<file path="src/rtl/fifo_wr_arbiter.sv">
// -----------------------------------------------------------------------------
// fifo_wr_arbiter
//
// Four-way round-robin burst arbiter that merges 64b/66b block streams from
// four requesters into a single downstream FIFO write port. A requester owns
// the FIFO for a whole burst, which ends on its i_last beat or is forcibly
// released after MAX_BURST beats. A forced release is recorded as an overrun.
//
// Ports
//   i_clk        single clock, rising edge
//   i_reset_n    asynchronous active-low reset
//   i_req[3:0]   per-requester beat valid
//   i_last[3:0]  per-requester end-of-burst marker (qualified by i_req)
//   i_data0..3   66-bit block from each requester
//   i_full       downstream FIFO full flag
//   o_ack[3:0]   beat from requester k accepted this cycle
//   o_push       FIFO push strobe
//   o_wdata      FIFO write data
//   o_grant[3:0] one-hot current owner, zero when idle
//   o_busy       burst in progress
//   o_err        sticky burst-overrun flag
//   o_err_port   requester index of the most recent overrun
// -----------------------------------------------------------------------------
module fifo_wr_arbiter #(
    parameter int MAX_BURST = 64
) (
    input  logic        i_clk,
    input  logic        i_reset_n,
    input  logic [3:0]  i_req,
    input  logic [3:0]  i_last,
    input  logic [65:0] i_data0,
    input  logic [65:0] i_data1,
    input  logic [65:0] i_data2,
    input  logic [65:0] i_data3,
    input  logic        i_full,
    output logic [3:0]  o_ack,
    output logic        o_push,
    output logic [65:0] o_wdata,
    output logic [3:0]  o_grant,
    output logic        o_busy,
    output logic        o_err,
    output logic [1:0]  o_err_port
);

    typedef enum logic {
        IDLE  = 1'b0,
        BURST = 1'b1
    } state_t;

    localparam logic [7:0] BURST_LIMIT = 8'(MAX_BURST);

    state_t      state, state_nxt;
    logic [1:0]  g, g_nxt;
    logic [1:0]  rr_ptr, rr_nxt;
    logic [7:0]  beat_cnt, beat_nxt;
    logic [7:0]  beat_inc;
    logic        err_nxt;
    logic [1:0]  err_port_nxt;
    logic        armed;

    logic        pick_valid;
    logic [1:0]  pick_idx;
    logic [1:0]  cand;
    logic [3:0]  g_onehot;
    logic [65:0] data_sel;
    logic        accept;

    // Round-robin search starting at rr_ptr. The loop runs from the farthest
    // offset down to offset 0 so the closest requester overwrites the others.
    // NOTE: every variable driven here gets a default before any condition,
    // otherwise synthesis infers a latch to hold the old value.
    always_comb begin
        pick_valid = 1'b0;
        pick_idx   = rr_ptr;
        cand       = rr_ptr;
        for (int i = 3; i >= 0; i--) begin
            cand = rr_ptr + 2'(i);
            if (i_req[cand]) begin
                pick_valid = 1'b1;
                pick_idx   = cand;
            end
        end
    end

    always_comb begin
        case (g)
            2'd0:    data_sel = i_data0;
            2'd1:    data_sel = i_data1;
            2'd2:    data_sel = i_data2;
            default: data_sel = i_data3;
        endcase
    end

    assign g_onehot = 4'b0001 << g;
    assign accept   = (state == BURST) && i_req[g] && !i_full;
    assign beat_inc = beat_cnt + 8'd1;

    assign o_busy   = (state == BURST);
    assign o_push   = accept;
    assign o_ack    = accept ? g_onehot : 4'b0000;
    assign o_grant  = o_busy ? g_onehot : 4'b0000;
    assign o_wdata  = o_busy ? data_sel : '0;

    always_comb begin
        state_nxt    = state;
        g_nxt        = g;
        rr_nxt       = rr_ptr;
        beat_nxt     = beat_cnt;
        err_nxt      = o_err;
        err_port_nxt = o_err_port;
        case (state)
            IDLE: begin
                // No beat is taken here; the winner starts pushing next cycle.
                if (armed && pick_valid) begin
                    state_nxt = BURST;
                    g_nxt     = pick_idx;
                    beat_nxt  = 8'd0;
                end
            end
            BURST: begin
                // Stalls (no request or FIFO full) leave everything untouched.
                if (accept) begin
                    if (i_last[g]) begin
                        state_nxt = IDLE;
                        rr_nxt    = g + 2'd1;
                        beat_nxt  = 8'd0;
                    end else if (beat_inc == BURST_LIMIT) begin
                        state_nxt    = IDLE;
                        rr_nxt       = g + 2'd1;
                        beat_nxt     = 8'd0;
                        err_nxt      = 1'b1;
                        err_port_nxt = g;
                    end else begin
                        beat_nxt = beat_inc;
                    end
                end
            end
            default: state_nxt = IDLE;
        endcase
    end

    // armed holds off arbitration for the first edge after reset release, so
    // the earliest grant lands on the second rising edge.
    // NOTE: state registers use non-blocking assignments so every flop samples
    // pre-edge values regardless of statement order.
    always_ff @(posedge i_clk or negedge i_reset_n) begin
        if (!i_reset_n) begin
            state      <= IDLE;
            g          <= 2'd0;
            rr_ptr     <= 2'd0;
            beat_cnt   <= 8'd0;
            o_err      <= 1'b0;
            o_err_port <= 2'd0;
            armed      <= 1'b0;
        end else begin
            state      <= state_nxt;
            g          <= g_nxt;
            rr_ptr     <= rr_nxt;
            beat_cnt   <= beat_nxt;
            o_err      <= err_nxt;
            o_err_port <= err_port_nxt;
            armed      <= 1'b1;
        end
    end

endmodule

</file>
<file path="config.mk">
export PLATFORM = sky130hd
export DESIGN_NAME = fifo_wr_arbiter
export DESIGN_NICKNAME = d
export VERILOG_FILES = /design/src/rtl/fifo_wr_arbiter.sv
export SDC_FILE = /design/constraint.sdc
export NUM_CORES = 1
export LEC_CHECK = 0
export ABC_AREA = 1
export CELL_PAD_IN_SITES_DETAIL_PLACEMENT = 0
export CELL_PAD_IN_SITES_GLOBAL_PLACEMENT = 1
export CORE_ASPECT_RATIO = 0.6
export CORE_UTILIZATION = 16
export DETAILED_ROUTE_END_ITERATION = 8
export GPL_TIMING_DRIVEN = 0
export HOLD_SLACK_MARGIN = 0.08
export PLACE_DENSITY = 0.91
export SLEW_MARGIN = 20
export SYNTH_ARGS = -nofsm -noshare
export SYNTH_HDL_FRONTEND = slang
export SYNTH_SLANG_ARGS = --single-unit
</file>
<file path="constraint.sdc">
create_clock -name i_clk -period 2.5 [get_ports i_clk]
set_input_delay 0.5 -clock i_clk [delete_from_list [all_inputs] [get_ports i_clk]]
set_output_delay 0.5 -clock i_clk [all_outputs]
set_load 0.05 [all_outputs]
</file>
# Word level (Yosys, flattened, before mapping)

Cells that the tools add are included.

Word-level logic and storage cells: 71
Bits of input ports: 275
Register bits after elaboration: 17
Output and inout port bits: 79

Bitwise logic cells: 2
Equal/unequal tests: 5
Reductions and logical operators: 10
Multiplexer cells: 36
Add/sub/neg operators: 5
Shift-type cells: 1
Magnitude comparators: 5

Operators by type and width:

| kind                                                        | number |
|---|---|
| one-hot mux 66 bit (3 select lines)                         | 1 |
| two-way mux 66 bit                                          | 1 |
| two-way mux 8 bit                                           | 4 |
| one-hot mux 8 bit (2 select lines)                          | 1 |
| less-than comparator 2 x 3 -> 1 bit (second input constant) | 5 |
| two-way mux 1 bit                                           | 14 |
| binary-select mux 1 bit (select 2 bit)                      | 6 |
| two-way mux 2 bit                                           | 6 |
| adder 8 x 1 -> 8 bit (second input constant)                | 1 |
| equality test 8 x 7 -> 1 bit (second input constant)        | 1 |
| two-way mux 4 bit                                           | 2 |
| adder 2 x 1 -> 2 bit (second input constant)                | 2 |
| adder 2 bit (second input constant)                         | 2 |
| AND reduction 2 bit                                         | 2 |
| AND reduction 4 bit                                         | 1 |
| << shifter 1 x 2 -> 4 bit (first input constant)            | 1 |
| logical AND 1 bit                                           | 3 |
| AND reduction 3 bit                                         | 1 |
| equality test 2 x 1 -> 1 bit (second input constant)        | 1 |
| equality test 2 bit (second input constant)                 | 1 |
| zero test 2 bit                                             | 1 |
| != test 2 x 1 -> 1 bit (second input constant)              | 1 |
| != test 2 bit (second input constant)                       | 1 |
| inverter 1 bit                                              | 2 |
| 3 further kinds                                             | 3 |

# Longest topological paths before layout

Gate-level depths: netlist of the first run.

Depth after elaboration: 10
Depth in mapped cells: 12
Mapped depth without buffers: 12

# Worst setup path before layout of the first run

Ideal clock, no wire load.

Kind: register to output
Start point: register g[0]
End point: output port o_wdata[57]
Path slack: -0.305 ns
Data arrival time: 2.305 ns
Stages on the path, launching flop included: 8
Path through: dfrtp_1 > inv_2 > ha_1 > clkbuf_1 > buf_2 > buf_1 > nand2_1 > a31oi_1

Word-level cells in the longest chain between the ends: 3
Elaborated cells between the ends (all ways): 5

Ends and longest elaborated chain:

| what                                              | RTL line | RTL |
|---|---|---|
| from (decl)                                       | 53       | `logic [1:0] g, g_nxt;` |
| from (signal assigned)                            | 157      | `g <= g_nxt;` |
| equality test 2 bit, or another cell as far along | 86       | `case (g)` |
| one-hot mux 66 bit (3 select lines) *             | 86       |  |
| two-way mux 66 bit *                              | 102      | `assign o_wdata = o_busy ? data_sel : '0;` |
| to (decl)                                         | 38       | `output logic [65:0] o_wdata,` |

Every way passes the cells marked *; elsewhere a longest branch is shown, timed or not.

# Worst setup path after layout of the first run

Start point: register g[0]
End point: output port o_wdata[40]

The elaborated chain is that of the path after synthesis.

==> results of run 1 <==
## cell type report
cell class	count	area, um2	area share, %
Timing Repair Buffer	363	3460	44.2
Clock inverter	1	5.00	0.0641
Tap cell	240	300	3.84
Buffer	45	390	5.00
Clock buffer	3	75.1	0.961
Inverter	31	124	1.59
Sequential cell	17	428	5.48
Multi-Input combinational cell	464	3030	38.8
## worst max path at each step
stage | start | end | cells after the start
after floorplan | g[0]$_DFFE_PN0P_ | o_wdata[57] | 7
after global placement | g[1]$_DFFE_PN0P_ | o_wdata[64] | 8
after detailed placement | g[1]$_DFFE_PN0P_ | o_wdata[64] | 8
after CTS | g[0]$_DFFE_PN0P_ | o_wdata[40] | 7
after global routing | g[0]$_DFFE_PN0P_ | o_wdata[40] | 7
final | g[0]$_DFFE_PN0P_ | o_wdata[40] | 7
## routing by layer
layer,share of wire [%],vias to the layer above,GRT usage [%]
li1,-,2657,-
met1,45,2522,27.3
met2,46,257,33.8
met3,8.4,16,3.61
met4,1.5,0,3.51
met5,0,-,0
## per-stage QoR
| step | total power [uW] | area [um2] |
|---|---|---|
| floorplan | 6250 | 3600 |
| global placement | 9170 | 7440 |
| detailed placement | 9210 | 7440 |
| CTS | 9730 | 7670 |
| global route | 10500 | 7810 |
| finish | 9960 | 7810 |
## where the power goes
part,internal [uW],total (uW),switching (uW)
clock,215,339,124
combinational,3140,9220,6080
sequential,330,401,70.3
## registers in the layout (all words and copies together), names as in the netlist
signal and flops:
beat_cnt 8, g 2, o_err_port 2, rr_ptr 2, armed 1, o_busy 1
o_err 1
## cell usage in the layout, fill, tap and decap left out, drive strengths merged, types with 2 or more instances in the layout
cell type,n
a21oi,69
buf,83
clkdlybuf4s15,4
nand4,2
clkinv,2
o21ai,82
nand3,19
clkbuf,44
inv,30
dfrtp,17
a31oi,66
clkdlybuf4s50,278
nand2,195
nor2,17
ha,6
## cells by family (layout without fill, tap and decap cells)
group / count (synthesis) / count (layout) / synth area share, %
other cells: 1 / 1 / 0.123
buf+inv: 79 / 443 / 10.1
xor+xnor: 1 / 1 / 0.288
compound gates: 220 / 220 / 39.2
flops: 17 / 17 / 14.0
fa+ha+maj: 6 / 6 / 2.47
simple gates: 236 / 236 / 33.8
## repair_timing
item | in CTS | in global routing
hold buffers | 0 | 0
gates resized for setup | 498 | 65
pin swaps | 1 | 2
endpoints found under the setup margin | 75 | 67
buffers inserted | 6 | 4
## worst reg2reg max path, cell delays in order (launching register included)
cell and delay [ps]:
dfrtp_1 430, ha_1 230, nand2_1 130, nor2_2 180, nand2_1 90, nand2_2 80
nand2_2 60, nor2_4 130, nand3_2 90, nand2_2 120, nand2_2 80, nand2_1 60
nand2_1 50
==> flow_metrics.tcl, run 1 <==
set metrics [dict create \
    status "finished with violations" \
    violations "DRC" \
    tns_ps 0 \
    wire_per_inst_um 18.2 \
    antenna_cells 0 \
    holdCritPathClass "reg2reg" \
    num_rows 38 \
    holdCritStartpoint "o_err$_DFFE_PN0P_" \
    gp_congestion 0.874 \
    grt_start_max_net_pins 18 \
    synth_top_area_share_pct 23.1 \
    die_x_um 180 \
    cts.sinks 17 \
    dieHeight_um 109 \
    rsz0062_at_grt "true" \
    grt-ovfl-total 0 \
    grt_pass1_vias 5462 \
    dp.final_hpwl_um 17300 \
    dp_cells 1153 \
    cts_root_buf "clkbuf_16" \
    power.leakage_uw 0.00301 \
    syn_to_final_growth_pct 157 \
    p_per_area_nw_per_um2 1270 \
    crit_fanout 10 \
    critPathArrivalTime_ps 1950 \
    vias 5452 \
    synth_area_um2 3040 \
    slew_viol_final 0 \
    syn_nets 841 \
    crit_type "reg2out" \
    slew_headroom_pct 45.1 \
    postRouteAntennaNets 0 \
    first_pass_iters 8 \
    utilization_pct 42.7 \
    cp_num_buf_inv 4 \
    clockBufferDepth 2 \
    vdd_drop_max_v 0.000480 \
    grt_pass1_wl_um 30600 \
    syn_area_per_cell_um2 5.42 \
    cp_cell_sequence "buf_4 > ha_4 > buf_8 > clkbuf_16 > a21oi_1 > a31oi_2 > buf_6" \
    crit_path_max_incr_delay_ps 470 \
    finalHoldViolCount 0 \
    cap_violations 0 \
    ys_top_cells_by_area "nand2_1, dfrtp_1, a31oi_1" \
    clock_latency_ps 250 \
    min_path_cells 2 \
    r2r_start "beat_cnt[0]$_DFFE_PN0P_" \
    ios 354 \
    htree_levels 1 \
    cts.clk_slew.worst_paths_ps 60 \
    tightest_slew_ps 820 \
    core_um2 18300 \
    synth-main-ff-cell "dfrtp_1" \
    nets 1206 \
    ff2ff_setup_slack_ps 660 \
    start_util_pct 16.6 \
    ys_warn_count 0 \
    ys_seq_elements 17 \
    drc 20 \
    r2r_end "rr_ptr[1]$_DFFE_PN0P_" \
    n_fill_cell 1861 \
    cp_slowest_cell "dfrtp_2" \
    cts_tree "built" \
    fin_ws_ps 52.0 \
    worstPathRequired_ps 2000 \
    via_per_inst 4.68 \
    yosysSeqAreaShare_pct 14.0 \
    antenna_found_initial 1 \
    skew_ps 3.89 \
    finalNonFillerCells 1164 \
    cts_buffers 3 \
    yosys-top-cells-count "nand2_1, o21ai_0, a21oi_1" \
    yosys.area.top_type "nand2_1" \
    yosysMostFrequentCell "nand2_1" \
    preCtsSetupSlack_ps -1430 \
    die_area_um2 19600 \
    yosysUniqueCellTypes 30 \
    holdPathEnd "o_err$_DFFE_PN0P_" \
    cp-end-kind "output pin" \
    fin_crit_ps 2450 \
    drive_gt1_share_pct 26.6 \
    finalSetupViolCount 0 \
    crit_family "buffers and inverters" \
    whs_ps 479 \
    synth-edff-count 0 \
    max_freq_ghz 0.408 \
    syn_inst 560 \
    track_usage_pct 20.1 \
    startpoint_type "flip-flop" \
    wl_um 21100 \
    period_share_pct 97.9 \
    r2r_cells 12 \
    async_reset_ff_share_pct 100 \
    drtIter0Drc 328 \
    io_buffers 353 \
]
Power figures use the tool's default switching activity.
==> run 2, diff against run 1 <==
- CTS_CLUSTER_DIAMETER: unset -> 120
==> results of run 2 <==
Same layout as run 1: the final DEF is identical, and so are final timing and power.
==> run 3, diff against run 2 <==
- clock period: 2.5 -> 2.44 ns (I/O delays scaled with it)
==> flow_metrics.tcl, run 3 (synthesized netlist as in run 1, its figures left out) <==
set metrics [dict create \
    layout_commonest_cell "clkdlybuf4s50_1" \
    syn_to_final_growth_pct 161 \
    p_sw_uw 6530 \
    largest_reg_flops 8 \
    layout_common_cells "clkdlybuf4s50_1, nand2_1, a31oi_2" \
    finalHoldViolCount 0 \
    p_int_uw 4000 \
    startpoint_type "flip-flop" \
    power_frac_comb_pct 92.8 \
    crit_type "reg2out" \
    regMostFlops "beat_cnt" \
    preCtsSetupSlack_ps -1470 \
    wl_met1_um 9620 \
    clkPwrFrac_pct 3.3 \
    tightest_slew_ps 824 \
    cts_tree "built" \
    cts.sinks 17 \
    stdcell_area_um2 7940 \
    start_util_pct 16.6 \
    critPathArrivalTime_ps 1960 \
    holdCritPathClass "reg2reg" \
    clockBufferDepth 2 \
    first_pass_iters 7 \
    io_buffers 353 \
    nets 1210 \
    power.leakage_uw 0.00305 \
    startpoint "g[0]$_DFFE_PN0P_" \
    antenna_found_initial 1 \
    violations "DRC, setup timing" \
    gp_congestion 0.874 \
    cts_root_buf "clkbuf_16" \
    cp_num_buf_inv 4 \
    via_per_inst 4.67 \
    fin_ws_ps -6.94 \
    num_rows 38 \
    wl_um 21400 \
    ctsHoldBuffers 0 \
    vdd_drop_max_v 0.000502 \
    grt_pass1_wl_um 30700 \
    wl_met3_um 1680 \
    r2r_start "beat_cnt[0]$_DFFE_PN0P_" \
    dr_wl_met2_um 9850 \
    cts_buffers 3 \
    vias 5454 \
    crit_path_max_incr_delay_ps 480 \
    n_fill_cell 1852 \
    skew_ps 2.20 \
    cp_cell_sequence "buf_4 > ha_4 > buf_12 > clkbuf_16 > a21oi_1 > a31oi_2 > buf_6" \
    rsz0062_at_grt "true" \
    status "finished with violations" \
    crit_fanout 10 \
    die_area_um2 19600 \
    drive_gt1_share_pct 28.2 \
    track_usage_pct 20.2 \
    ios 354 \
    crit_family "buffers and inverters" \
    fin_crit_ps 2450 \
    cp-end-kind "output pin" \
    holdCritStartpoint "o_err$_DFFE_PN0P_" \
    swShare_pct 62.0 \
    dieHeight_um 109 \
    wire_per_inst_um 18.3 \
    grt_start_max_net_pins 18 \
    max_freq_ghz 0.409 \
    dp.final_hpwl_um 17300 \
    worstPathRequired_ps 1950 \
    p_per_area_nw_per_um2 1330 \
    drtIter0Drc 346 \
    postRouteAntennaNets 0 \
    clock_latency_ps 250 \
    slew_viol_final 0 \
    die_x_um 180 \
    place_area_um2 7440 \
    highest_layer "met4" \
    slew_headroom_pct 44.9 \
    cp_slowest_cell "dfrtp_2" \
    whs_ps 476 \
    core_um2 18300 \
    cts.clk_slew.worst_paths_ps 60 \
    finalSetupViolCount 1 \
    pwr-share-seq_pct 3.9 \
    cap_violations 0 \
    grt-ovfl-total 0 \
    drc 40 \
    grt_pass1_vias 5472 \
    period_share_pct 100 \
    htree_levels 1 \
    ff2ff_setup_slack_ps 610 \
    tns_ps -6.94 \
]
## run 3: changes by cell type in the layout (fill, tap and decap cells not counted), sizes merged
cell / delta
buf: +15
clkbuf: -7
clkdlybuf4s15: -3
inv: -2
clkinv: +1
clkinvlp: +1
diode: +1
dlygate4sd2: -1
## run 3: what timing repair did
action,in CTS,in global routing
endpoints found under the setup margin,75,70
pin swaps,2,2
cloned,0,1
setup buffers,8,5
endpoints found under the hold margin,0,0
gates resized for setup,523,114
## run 3: metal layers
| layer | vias to the layer above | track usage (%) |
|---|---|---|
| li1 | 2663 | - |
| met1 | 2525 | 27.3 |
| met2 | 252 | 33.6 |
| met3 | 14 | 3.61 |
| met4 | 0 | 3.94 |
| met5 | - | 0 |
## run 3: final timing paths
path	end	depth (start not counted)
max	o_wdata[40]	7
min	o_err$_DFFE_PN0P_	2
max reg2reg	rr_ptr[1]$_DFFE_PN0P_	12
min reg2reg	o_err$_DFFE_PN0P_	2
max in group asynchronous	g[1]$_DFFE_PN0P_	1
min in group asynchronous	o_err_port[0]$_DFFE_PN0P_	1
## run 3: stage by stage
| step | total power (uW) | instances | util (%) |
|---|---|---|---|
| 2_1_floorplan | 6410 | 560 | - |
| 3_3_place_gp | 9400 | 1153 | 40.6 |
| 3_5_place_dp | 9440 | 1153 | 40.6 |
| 4_1_cts | 10100 | 1162 | 42.2 |
| 5_1_grt | 11100 | 1168 | 43.4 |
| 6_report | 10500 | 1169 | 43.4 |
## run 3: power groups by stage
| stage | combinational [uW] | clock (uW) | sequential, uW |
|---|---|---|---|
| 2_1_floorplan | 5990 | 0 | 416 |
| 3_3_place_gp | 8990 | 0 | 411 |
| 3_5_place_dp | 9030 | 0 | 411 |
| 4_1_cts | 9350 | 347 | 409 |
| 5_1_grt | 10300 | 365 | 422 |
| 6_report | 9770 | 344 | 414 |
## run 3: layout make-up
cell class | instances | area, um2 | share of cell area (%)
plain buffers | 45 | 412 | 5.18
inverters | 31 | 130 | 1.64
multi-input cells | 464 | 3060 | 38.5
clock buffers | 3 | 75.1 | 0.945
clock inverters | 1 | 5.00 | 0.0630
well taps | 240 | 300 | 3.78
diodes | 1 | 2.50 | 0.0315
flip-flops and latches | 17 | 428 | 5.39
repair buffers | 367 | 3530 | 44.5
## run 3: tightest hold or removal path, delay by kind of cell (launching register included)
family	cells	cell delay (ps)
buffers and inverters	1	40
AND/OR/NAND/NOR	1	50
flip-flops	1	350
